[config.mk]
export PLATFORM = sky130hd
export DESIGN_NAME = labi_tick_pipe
export DESIGN_NICKNAME = d
export VERILOG_FILES = /design/src/rtl/labi_tick_pipe.sv
export SDC_FILE = /design/constraint.sdc
export NUM_CORES = 1
export LEC_CHECK = 0
export CORE_UTILIZATION = 55
export DETAILED_ROUTE_END_ITERATION = 8
export DONT_BUFFER_PORTS = 1
export PLACE_DENSITY = 0.73
export SKIP_LAST_GASP = 1
export SYNTH_ARGS = -nofsm -noshare
export SYNTH_HDL_FRONTEND = slang
export SYNTH_SLANG_ARGS = --single-unit
[constraint.sdc]
create_clock -name clk -period 2.12 [get_ports clk]
set_clock_uncertainty 0.1 [all_clocks]
set_input_delay 0.53 -clock clk [delete_from_list [all_inputs] [get_ports clk]]
set_output_delay 0.53 -clock clk [all_outputs]
set_load 0.02 [all_outputs]
[src/rtl/labi_tick_pipe.sv]
// Tick-driven x counter with load, feeding a three-stage valid/ready pipeline
// that emits z = x + 2 and drops samples when stage A cannot accept them.
module labi_tick_pipe #(
    parameter int WIDTH  = 32,
    parameter int PERIOD = 7
) (
    input  logic             clk,
    input  logic             rst_n,
    input  logic             en,
    input  logic             load,
    input  logic [WIDTH-1:0] load_val,
    output logic             out_valid,
    input  logic             out_ready,
    output logic [WIDTH-1:0] out_data,
    output logic [WIDTH-1:0] x_cur,
    output logic [7:0]       drop_cnt,
    output logic [31:0]      cycle
);
    localparam int         NSTG    = 3;
    localparam logic [7:0] TC_LAST = 8'(PERIOD - 1);

    logic [7:0]       tc_reg, tc_next;
    logic [WIDTH-1:0] x_reg, x_next;
    logic [7:0]       drop_reg;
    logic [31:0]      cycle_reg;
    logic             tick, update;

    logic [NSTG-1:0]  valid_reg, valid_next;
    logic [WIDTH-1:0] data_reg  [NSTG];
    logic [WIDTH-1:0] data_next [NSTG];
    logic [WIDTH-1:0] src       [NSTG];
    logic [NSTG-1:0]  take, accept, drain_ok;
    logic             accept_a, accept_b, accept_c;

    assign tick   = en && (tc_reg == TC_LAST);
    assign update = load || tick;

    // Load wins over a coinciding tick: x takes load_val and the tick is lost.
    always_comb begin
        tc_next = tc_reg;
        x_next  = x_reg;
        if (load) begin
            x_next  = load_val;
            tc_next = '0;
        end else if (tick) begin
            x_next  = x_reg + WIDTH'(1);
            tc_next = '0;
        end else if (en) begin
            tc_next = tc_reg + 8'd1;
        end
    end

    // Ready chain built from scalars so there is no loop inside one vector.
    assign accept_c = !valid_reg[2] || out_ready;
    assign accept_b = !valid_reg[1] || accept_c;
    assign accept_a = !valid_reg[0] || accept_b;
    assign accept   = {accept_c, accept_b, accept_a};
    assign drain_ok = {out_ready, accept_c, accept_b};

    genvar gi;
    generate
        for (gi = 0; gi < NSTG; gi++) begin : g_stage
            if (gi == 0) begin : g_head
                assign take[gi] = update && accept[gi];
                assign src[gi]  = x_next;
            end else begin : g_body
                assign take[gi] = valid_reg[gi-1] && accept[gi];
                assign src[gi]  = data_reg[gi-1] + WIDTH'(1);
            end
            assign valid_next[gi] = take[gi] | (valid_reg[gi] & ~drain_ok[gi]);
            assign data_next[gi]  = take[gi] ? src[gi] : data_reg[gi];
        end
    endgenerate

    always_ff @(posedge clk or negedge rst_n) begin
        if (!rst_n) begin
            tc_reg    <= '0;
            x_reg     <= '0;
            valid_reg <= '0;
            drop_reg  <= '0;
            cycle_reg <= '0;
            for (int i = 0; i < NSTG; i++) data_reg[i] <= '0;
        end else begin
            tc_reg    <= tc_next;
            x_reg     <= x_next;
            valid_reg <= valid_next;
            cycle_reg <= cycle_reg + 32'd1;
            if (update && !accept_a && drop_reg != 8'hFF)
                drop_reg <= drop_reg + 8'd1;
            for (int i = 0; i < NSTG; i++) data_reg[i] <= data_next[i];
        end
    end

    assign out_valid = valid_reg[NSTG-1];
    assign out_data  = data_reg[NSTG-1];
    assign x_cur     = x_reg;
    assign drop_cnt  = drop_reg;
    assign cycle     = cycle_reg;
endmodule

==> flow_summary.html, run 1 <==
<table>
<tr><th>Metric</th><th>Value</th></tr>
<tr><th colspan="2">Outcome</th></tr>
<tr><td>Outcome</td><td>finished with violations</td></tr>
<tr><td>Violated checks</td><td>negative hold slack, negative setup slack</td></tr>
<tr><th colspan="2">Timing</th></tr>
<tr><td>Final min period</td><td>2.273 ns</td></tr>
<tr><td>Final hold slack</td><td>-0.3071 ns</td></tr>
<tr><td>Number of max-slew violations in the final report</td><td>0</td></tr>
<tr><td>RSZ-0062 raised after global routing</td><td>yes</td></tr>
<tr><td>Period utilisation layout</td><td>107.2%</td></tr>
<tr><td>Count of final hold-check violations</td><td>179</td></tr>
<tr><td>Worst-margin pin slew</td><td>0.6680 ns</td></tr>
<tr><td>F_max</td><td>439.9 MHz</td></tr>
<tr><td>Worst rel slew slack</td><td>55.12%</td></tr>
<tr><td>Number of failing setup endpoints in the final timing report</td><td>45</td></tr>
<tr><td>Final setup slack of the worst path</td><td>-0.1534 ns</td></tr>
<tr><th colspan="2">Drt</th></tr>
<tr><td>Average routed wire per standard cell</td><td>17.73 µm</td></tr>
<tr><td>Routed wire length on met3</td><td>1.663 mm</td></tr>
<tr><td>Vias</td><td>7150</td></tr>
<tr><td>Met1 routed wirelength after detailed routing</td><td>9.863 mm</td></tr>
<tr><td>DRC errors left</td><td>0</td></tr>
<tr><td>Number of antenna-violating nets in the routed design</td><td>0</td></tr>
<tr><td>Uppermost routed layer</td><td>met4</td></tr>
<tr><td>Vias per Instance</td><td>5.748</td></tr>
<tr><td>Wire length on met2</td><td>10.08 mm</td></tr>
<tr><td>Final wirelength</td><td>22.06 mm</td></tr>
<tr><td>Number of detailed-routing iterations run before antenna repair</td><td>5</td></tr>
<tr><td>Detailed router's first-iteration violation count</td><td>410</td></tr>
<tr><th colspan="2">Yosys</th></tr>
<tr><td>Adder-cell share of the synthesized area</td><td>0.9404%</td></tr>
<tr><td>Most instantiated flip-flop cell in the synthesis netlist</td><td>sky130_fd_sc_hd__dfrtp_1</td></tr>
<tr><td>Total standard cell area after synthesis</td><td>9314 µm²</td></tr>
<tr><td>Net count after synthesis</td><td>973</td></tr>
<tr><td>Number of synthesized register bits</td><td>179</td></tr>
<tr><td>Simple-gate share of the synthesized area</td><td>21.70%</td></tr>
<tr><td>Per-instance average area after synthesis</td><td>10.03 µm²</td></tr>
<tr><td>Instance count of the mapped netlist</td><td>929</td></tr>
<tr><td>Post-synthesis async set-or-reset flop share</td><td>100.0%</td></tr>
<tr><td>Largest cells by area after synthesis</td><td>sky130_fd_sc_hd__dfrtp_1 48%, sky130_fd_sc_hd__xnor2_1 6.4%, sky130_fd_sc_hd__xor2_1 5.2%, sky130_fd_sc_hd__nand4_1 3.6%, sky130_fd_sc_hd__nand2_1 3.5%</td></tr>
<tr><td>Mux cell area share after synthesis</td><td>3.587%</td></tr>
<tr><td>Number of flops mapped to enable cells by yosys</td><td>0</td></tr>
<tr><td>Yosys warning total</td><td>0</td></tr>
<tr><td>Count of cell types in the netlist</td><td>53</td></tr>
<tr><td>Sequential cell area fraction in the yosys report</td><td>48.09%</td></tr>
<tr><td>Fraction of post-synthesis cell area in the top cell type by area</td><td>48.09%</td></tr>
<tr><td>Parity-gate share of the synthesized area counting xor and xnor cells</td><td>11.57%</td></tr>
<tr><td>Share of the synthesized area in compound gates (AO/OA/AOI/OAI)</td><td>8.692%</td></tr>
<tr><td>Yosys top cell by area</td><td>sky130_fd_sc_hd__dfrtp_1</td></tr>
<tr><td>Dominant combinational cell family by area after synthesis</td><td>simple AND/OR/NAND/NOR gates</td></tr>
<tr><th colspan="2">Clock network</th></tr>
<tr><td>CTS tree</td><td>yes</td></tr>
<tr><td># H-tree levels</td><td>4</td></tr>
<tr><td>Cell at the root of the clock tree</td><td>sky130_fd_sc_hd__clkbuf_16</td></tr>
<tr><td>Number of buffers inserted during clock tree synthesis</td><td>17</td></tr>
<tr><td>Number of buffers on the longest clock path</td><td>2</td></tr>
<tr><td>Clock transition at the registers of the reported paths</td><td>0.07 ns</td></tr>
<tr><td>TritonCTS sink count</td><td>179</td></tr>
<tr><td>Clock insertion delay at the later pin of the skew report</td><td>0.43 ns</td></tr>
<tr><th colspan="2">Floorplanning</th></tr>
<tr><td>Die ar.</td><td>17460 µm²</td></tr>
<tr><td>Floorplan die width</td><td>132.1 µm</td></tr>
<tr><td>Placeable Area</td><td>16580 µm²</td></tr>
<tr><td>Number of top-level pins</td><td>142</td></tr>
<tr><td># rows</td><td>47</td></tr>
<tr><td>DIE HEIGHT</td><td>132.1 µm</td></tr>
<tr><td>Effective utilization at floorplan</td><td>56.16%</td></tr>
<tr><th colspan="2">Cells and area</th></tr>
<tr><td>Layout cell share with drive strength beyond 1</td><td>24.61%</td></tr>
<tr><td>Number of nets in the final layout</td><td>1055</td></tr>
<tr><td>Final std cell area, no fill</td><td>11000 µm²</td></tr>
<tr><td>Area Overhead vs Synth</td><td>18.08%</td></tr>
<tr><td>Fillers</td><td>1276</td></tr>
<tr><td>Antenna diode count</td><td>0</td></tr>
<tr><td>Flip-flop count of the largest register after layout</td><td>64</td></tr>
<tr><td>Core Util, Final</td><td>66.32%</td></tr>
<tr><th colspan="2">Placed design</th></tr>
<tr><td>Placement Cell Area</td><td>10110 µm²</td></tr>
<tr><td>DP Worst Slack</td><td>-0.1950 ns</td></tr>
<tr><td>Input/output buffers</td><td>0</td></tr>
<tr><td>Sum of net half-perimeters after detailed placement</td><td>15.48 mm</td></tr>
<tr><td>Last weighted congestion value of the routability-driven placer</td><td>0.9122</td></tr>
<tr><th colspan="2">GRT</th></tr>
<tr><td>Global-route wire length before repair</td><td>36.13 mm</td></tr>
<tr><td>Vias in the first global route</td><td>7170</td></tr>
<tr><td>Grt total ovfl</td><td>0</td></tr>
<tr><td>All-layer global routing usage</td><td>26.13%</td></tr>
<tr><td>Initial antenna violation count</td><td>0</td></tr>
<tr><td>Largest net degree at the start of global routing</td><td>180</td></tr>
<tr><th colspan="2">Power</th></tr>
<tr><td>Ratio of total power to cell area</td><td>880.9 nW/µm²</td></tr>
<tr><td>Total Power</td><td>9.688 mW</td></tr>
<tr><td>Worst ir drop on vdd</td><td>646.5 µV</td></tr>
<tr><td>Leakage component of the power</td><td>4.673 nW</td></tr>
<tr><th colspan="2">Worst setup path</th></tr>
<tr><td>CP endpoint kind</td><td>flop</td></tr>
<tr><td>Data arrival time at the worst-slack endpoint</td><td>2.49 ns</td></tr>
<tr><td>Endpoint required time on the critical path</td><td>2.34 ns</td></tr>
<tr><td>Critical path class</td><td>reg -&gt; reg</td></tr>
<tr><td>Critical path startpoint category</td><td>flop</td></tr>
<tr><td>Internal reg-to-reg setup slack</td><td>-0.15 ns</td></tr>
<tr><td>Maximum fanout along the worst path</td><td>8</td></tr>
<tr><th colspan="2">Job</th></tr>
<tr><td>MaxCap Viol Count</td><td>0</td></tr>
<tr><th colspan="2">Hold path</th></tr>
<tr><td>Path class of the lowest-slack min-delay path</td><td>in -&gt; async</td></tr>
</table>
## layout by cell type, fill, tap and decap left out, types with 17 or more instances in the layout
cell                          n
sky130_fd_sc_hd__dfrtp_1    177
sky130_fd_sc_hd__buf_4      125
sky130_fd_sc_hd__nand2_1     85
sky130_fd_sc_hd__nor2_1      70
sky130_fd_sc_hd__xnor2_1     61
sky130_fd_sc_hd__xor2_1      54
sky130_fd_sc_hd__nand4_1     53
sky130_fd_sc_hd__nand3_1     47
sky130_fd_sc_hd__a21oi_1     34
sky130_fd_sc_hd__o21ai_0     33
sky130_fd_sc_hd__mux2_2      26
sky130_fd_sc_hd__and3_1      25
sky130_fd_sc_hd__nor3_1      19
sky130_fd_sc_hd__clkbuf_16   17
## synthesized netlist by cell type (all sizes together) (4+ instances only)
cell type  instances
nand3             52
nand2b             5
nor4              18
nor2              72
and4              12
mux2              27
o21ai             39
ha                 7
and3              25
and2               4
a21oi             37
or3                4
xor2              55
xnor2             68
o31ai             11
inv               11
nand2             87
clkbuf            34
or4                5
a22o              11
nor2b              9
dfrtp            179
a21o              12
buf               37
nor3              26
nand4             53
## logic make-up (layout without fill, tap and decap cells)
| group | Yosys count | count (layout) |
|---|---|---|
| flip-flops | 179 | 179 |
| XOR/XNOR | 123 | 123 |
| AO/OA/AOI/OAI | 126 | 128 |
| AND/OR/NAND/NOR | 381 | 381 |
| adder cells (fa/ha/maj) | 7 | 7 |
| buffers and inverters | 83 | 176 |
| multiplexers | 30 | 30 |
## critical path, stage by stage (launching register included)
cell                      delay [ns]
sky130_fd_sc_hd__dfrtp_1        0.38
sky130_fd_sc_hd__or4_4          0.62
sky130_fd_sc_hd__or4_4          0.49
sky130_fd_sc_hd__o31a_1         0.29
sky130_fd_sc_hd__nor3_2         0.17
sky130_fd_sc_hd__o31ai_1        0.11
## final timing paths
kind / start / to / cells past startpoint
hold reg to reg: cycle[0] / cycle[1] / 1
max in group asynchronous: rst_n / x_cur[23] / 0
min in group clk: load / tc_reg[5] / 1
hold / removal: rst_n / out_data[3] / 0
setup reg to reg: tc_reg[6] / data_reg[84] / 5
setup / recovery: tc_reg[6] / data_reg[84] / 5
## metrics by stage
| step | hold WS, ns | TNS, ns | std cells |
|---|---|---|---|
| 2_1_floorplan | 0.1344 | -4.667 | 929 |
| 3_3_place_gp | 0.1437 | -1.601 | 1202 |
| 3_5_place_dp | 0.1429 | -2.621 | 1202 |
| 4_1_cts | -0.3212 | -2.685 | 1234 |
| 5_1_grt | -0.3330 | -6.818 | 1244 |
| 6_report | -0.3071 | -2.703 | 1244 |
## routing by layer
| layer | GRT usage, % | vias to the layer above |
|---|---|---|
| met3 | 8.381 | 38 |
| met1 | 35.37 | 3475 |
| met4 | 9.561 | 0 |
| li1 | - | 3424 |
| met5 | 0 | - |
| met2 | 39.39 | 213 |
## layout make-up
| type | count | area (µm²) | area share, % |
|---|---|---|---|
| Sequential cell | 179 | 4482 | 40.75 |
| Clock inverter | 13 | 128.9 | 1.172 |
| Clock buffer | 19 | 442.9 | 4.027 |
| Tap cell | 220 | 275.3 | 2.503 |
| Timing Repair Buffer | 133 | 1046 | 9.511 |
| Multi-Input combinational cell | 669 | 4582 | 41.66 |
| Inverter | 11 | 41.29 | 0.3754 |
## report_power, final
part	leakage, nW	switching [mW]	total (mW)	internal (mW)
Sequential	2.18	0.759	4.73	3.97
Clock	0.268	1.37	3.03	1.67
Combinational	2.23	1.04	1.93	0.893
## timing repair
item | CTS | global route
hold endpoints to repair | 179 | 179
buffers inserted | 0 | 9
resized for setup | 19 | 32
cloned | 0 | 2
setup endpoints to repair | 46 | 61
pin swaps | 7 | 11
(Power assumes the default switching activity.)
==> run 2: changes to the inputs <==
CAP_MARGIN = 20   (was unset)
PLACE_DENSITY = unset   (was 0.73)
PLACE_DENSITY_LB_ADDON = 0.2   (was unset)
==> run 2 against run 1 <==
Against the previous run: the flow still finishes with violations (negative hold slack, negative setup slack); final area grew 0.18%; die area unchanged; hold slack improved by 0.0059 ns; critical path type unchanged; sequential power is essentially flat; final cell count about the same; count of clock-buffer cells in the layout decreased by 2; combinational power about the same; routed wire length increased by 2.3%.
==> flow_summary.html, run 2 (synthesis gave the netlist of run 1 again) <==
<table>
<tr><th>Metric</th><th>Value</th></tr>
<tr><th colspan="2">Cells and area</th></tr>
<tr><td>Non-filler cells, final</td><td>1245</td></tr>
<tr><td>Flip-flop count of the largest register after layout</td><td>64</td></tr>
<tr><td>Number of nets in the final layout</td><td>1056</td></tr>
<tr><td>Final std cell area, no fill</td><td>11020 µm²</td></tr>
<tr><td>Core Util, Final</td><td>66.44%</td></tr>
<tr><td>Most common cell after layout, fill and taps aside</td><td>sky130_fd_sc_hd__dfrtp_1</td></tr>
<tr><td>Fillers</td><td>1267</td></tr>
<tr><td>Antenna diode count</td><td>0</td></tr>
<tr><td>Layout cell share with drive strength beyond 1</td><td>24.88%</td></tr>
<tr><td>Area Overhead vs Synth</td><td>18.30%</td></tr>
<tr><td>Commonest cells after routing, fill and taps aside</td><td>176 x sky130_fd_sc_hd__dfrtp_1, 131 x sky130_fd_sc_hd__buf_4, 86 x sky130_fd_sc_hd__nand2_1, 70 x sky130_fd_sc_hd__nor2_1, 62 x sky130_fd_sc_hd__xnor2_1</td></tr>
<tr><th colspan="2">Worst setup path</th></tr>
<tr><td>Most Frequent Cell on Critical Path</td><td>sky130_fd_sc_hd__buf_6</td></tr>
<tr><td>Internal reg-to-reg setup slack</td><td>-0.17 ns</td></tr>
<tr><td>Maximum fanout along the worst path</td><td>8</td></tr>
<tr><td>Worst path top cell family by delay</td><td>simple AND/OR/NAND/NOR gates</td></tr>
<tr><td>Critical path startpoint category</td><td>flop</td></tr>
<tr><td>Stages on the worst setup path</td><td>7</td></tr>
<tr><td>Crit Reg-Reg Startpoint</td><td>tc_reg[5]</td></tr>
<tr><td>R2R Path End</td><td>x_cur[29]</td></tr>
<tr><td>Number of cells traversed by the worst register-to-register path</td><td>7</td></tr>
<tr><td>CP endpoint kind</td><td>flop</td></tr>
<tr><td>Max incr delay on CP</td><td>0.53 ns</td></tr>
<tr><td>Cell breakdown of the critical path</td><td>or4_1, buf_6, nor4_4, buf_6, nand4b_1, xnor2_1, mux2_4</td></tr>
<tr><td>Data arrival time at the worst-slack endpoint</td><td>2.51 ns</td></tr>
<tr><td>Critical path class</td><td>reg -&gt; reg</td></tr>
<tr><td>Buffer and inverter count on the worst path</td><td>2</td></tr>
<tr><td>Endpoint required time on the critical path</td><td>2.34 ns</td></tr>
<tr><td>Standard cell with the maximum stage delay on the critical path</td><td>sky130_fd_sc_hd__or4_1</td></tr>
<tr><th colspan="2">Floorplanning</th></tr>
<tr><td>Effective utilization at floorplan</td><td>56.16%</td></tr>
<tr><td># rows</td><td>47</td></tr>
<tr><td>Number of top-level pins</td><td>142</td></tr>
<tr><td>DIE HEIGHT</td><td>132.1 µm</td></tr>
<tr><td>Floorplan die width</td><td>132.1 µm</td></tr>
<tr><td>Placeable Area</td><td>16580 µm²</td></tr>
<tr><td>Die ar.</td><td>17460 µm²</td></tr>
<tr><th colspan="2">Placed design</th></tr>
<tr><td>Sum of net half-perimeters after detailed placement</td><td>16.33 mm</td></tr>
<tr><td>Input/output buffers</td><td>0</td></tr>
<tr><td>DP Worst Slack</td><td>-0.2382 ns</td></tr>
<tr><td>Placement Cell Area</td><td>10120 µm²</td></tr>
<tr><td># placed instances</td><td>1205</td></tr>
<tr><td>Last weighted congestion value of the routability-driven placer</td><td>0.9215</td></tr>
<tr><th colspan="2">Power</th></tr>
<tr><td>Worst ir drop on vdd</td><td>652.4 µV</td></tr>
<tr><td>Ratio of total power to cell area</td><td>903.9 nW/µm²</td></tr>
<tr><td>Power spent charging and discharging nets</td><td>3.211 mW</td></tr>
<tr><td>Portion of total power attributed to combinational logic</td><td>19.4%</td></tr>
<tr><td>Leakage component of the power</td><td>4.705 nW</td></tr>
<tr><td>Part of the power in registers</td><td>47.6%</td></tr>
<tr><td>Total Power</td><td>9.959 mW</td></tr>
<tr><td>Switching portion of total power</td><td>32.25%</td></tr>
<tr><td>Clk network pwr share</td><td>33.0%</td></tr>
<tr><td>Cell-internal power</td><td>6.748 mW</td></tr>
<tr><th colspan="2">Drt</th></tr>
<tr><td>Final wirelength</td><td>22.57 mm</td></tr>
<tr><td>DRC errors left</td><td>0</td></tr>
<tr><td>Number of antenna-violating nets in the routed design</td><td>0</td></tr>
<tr><td>Vias</td><td>7256</td></tr>
<tr><td>Average routed wire per standard cell</td><td>18.13 µm</td></tr>
<tr><td>Vias per Instance</td><td>5.828</td></tr>
<tr><td>Number of detailed-routing iterations run before antenna repair</td><td>5</td></tr>
<tr><td>Detailed router's first-iteration violation count</td><td>464</td></tr>
<tr><th colspan="2">GRT</th></tr>
<tr><td>Global-route wire length before repair</td><td>36.82 mm</td></tr>
<tr><td>Initial antenna violation count</td><td>0</td></tr>
<tr><td>Grt total ovfl</td><td>0</td></tr>
<tr><td>All-layer global routing usage</td><td>26.55%</td></tr>
<tr><td>Largest net degree at the start of global routing</td><td>180</td></tr>
<tr><td>Vias in the first global route</td><td>7393</td></tr>
<tr><th colspan="2">Timing</th></tr>
<tr><td>Worst-margin pin slew</td><td>0.8469 ns</td></tr>
<tr><td>Count of final hold-check violations</td><td>179</td></tr>
<tr><td>Final setup slack of the worst path</td><td>-0.1708 ns</td></tr>
<tr><td>Period utilisation layout</td><td>108.1%</td></tr>
<tr><td>Number of failing setup endpoints in the final timing report</td><td>43</td></tr>
<tr><td>Number of max-slew violations in the final report</td><td>0</td></tr>
<tr><td>Final min period</td><td>2.291 ns</td></tr>
<tr><td>Final total negative setup slack</td><td>-3.802 ns</td></tr>
<tr><td>Worst rel slew slack</td><td>43.33%</td></tr>
<tr><td>F_max</td><td>436.5 MHz</td></tr>
<tr><td>RSZ-0062 raised after global routing</td><td>yes</td></tr>
<tr><td>Final hold slack</td><td>-0.3012 ns</td></tr>
<tr><th colspan="2">Clock network</th></tr>
<tr><td>Cell at the root of the clock tree</td><td>sky130_fd_sc_hd__clkbuf_16</td></tr>
<tr><td>Number of buffers on the longest clock path</td><td>2</td></tr>
<tr><td>Number of buffers inserted during clock tree synthesis</td><td>17</td></tr>
<tr><td>Clock transition at the registers of the reported paths</td><td>0.07 ns</td></tr>
<tr><td>TritonCTS sink count</td><td>179</td></tr>
<tr><td>CTS tree</td><td>yes</td></tr>
<tr><td># H-tree levels</td><td>4</td></tr>
<tr><td>Clock insertion delay at the later pin of the skew report</td><td>0.43 ns</td></tr>
<tr><th colspan="2">Job</th></tr>
<tr><td>MaxCap Viol Count</td><td>0</td></tr>
<tr><th colspan="2">Hold path</th></tr>
<tr><td>Path class of the lowest-slack min-delay path</td><td>in -&gt; async</td></tr>
<tr><th colspan="2">Outcome</th></tr>
<tr><td>Violated checks</td><td>negative hold slack, negative setup slack</td></tr>
<tr><td>Outcome</td><td>finished with violations</td></tr>
</table>
==> run 2: changes by cell type in the layout (fill, tap and decap cells not counted), sizes merged <==
cell    change
bufinv      +2
clkbuf      -2
clkinv      -4
o21ai       -2
inv         +4
buf         +3
==> run 2: worst max path at each step <==
stage	startpoint	endpoint
after floorplan	en	data_reg[84]
after global placement	tc_reg[6]	data_reg[72]
after detailed placement	tc_reg[6]	x_cur[28]
after CTS	tc_reg[5]	data_reg[84]
after global routing	tc_reg[5]	data_reg[84]
final	tc_reg[5]	x_cur[29]
==> run 2: power by group through the flow <==
stage	Sequential, mW	Clock, mW	Combinational [mW]
finish	4.74	3.28	1.94
global route	4.81	3.47	2.13
CTS	4.74	3.33	1.91
detailed placement	4.80	0	1.88
global placement	4.76	0	1.81
floorplan	4.59	0	1.62
==> run 2: area by class of cell <==
cell class	instances	area, µm²	area share (%)
multi-input combinational	667	4552	41.31
clock inverter	15	192.7	1.749
timing repair buffer	136	1049	9.516
sequential	179	4483	40.69
inverter	11	41.29	0.3747
clock buffer	17	425.4	3.861
tap	220	275.3	2.498
==> run 2: per-layer routing <==
| metal | track usage [%] | vias to the layer above | share of wire [%] |
|---|---|---|---|
| met5 | 0 | - | 0 |
| met4 | 10.34 | 0 | 2.3 |
| met3 | 7.612 | 38 | 7.3 |
| met2 | 43.65 | 232 | 49 |
| met1 | 33.15 | 3561 | 42 |
| li1 | - | 3425 | - |
==> run 2: what timing repair did <==
item / CTS / global route
gates resized for setup: 27 / 17
setup endpoints to repair: 46 / 59
hold endpoints to repair: 179 / 179
pin swaps: 16 / 7
setup buffers: 2 / 6
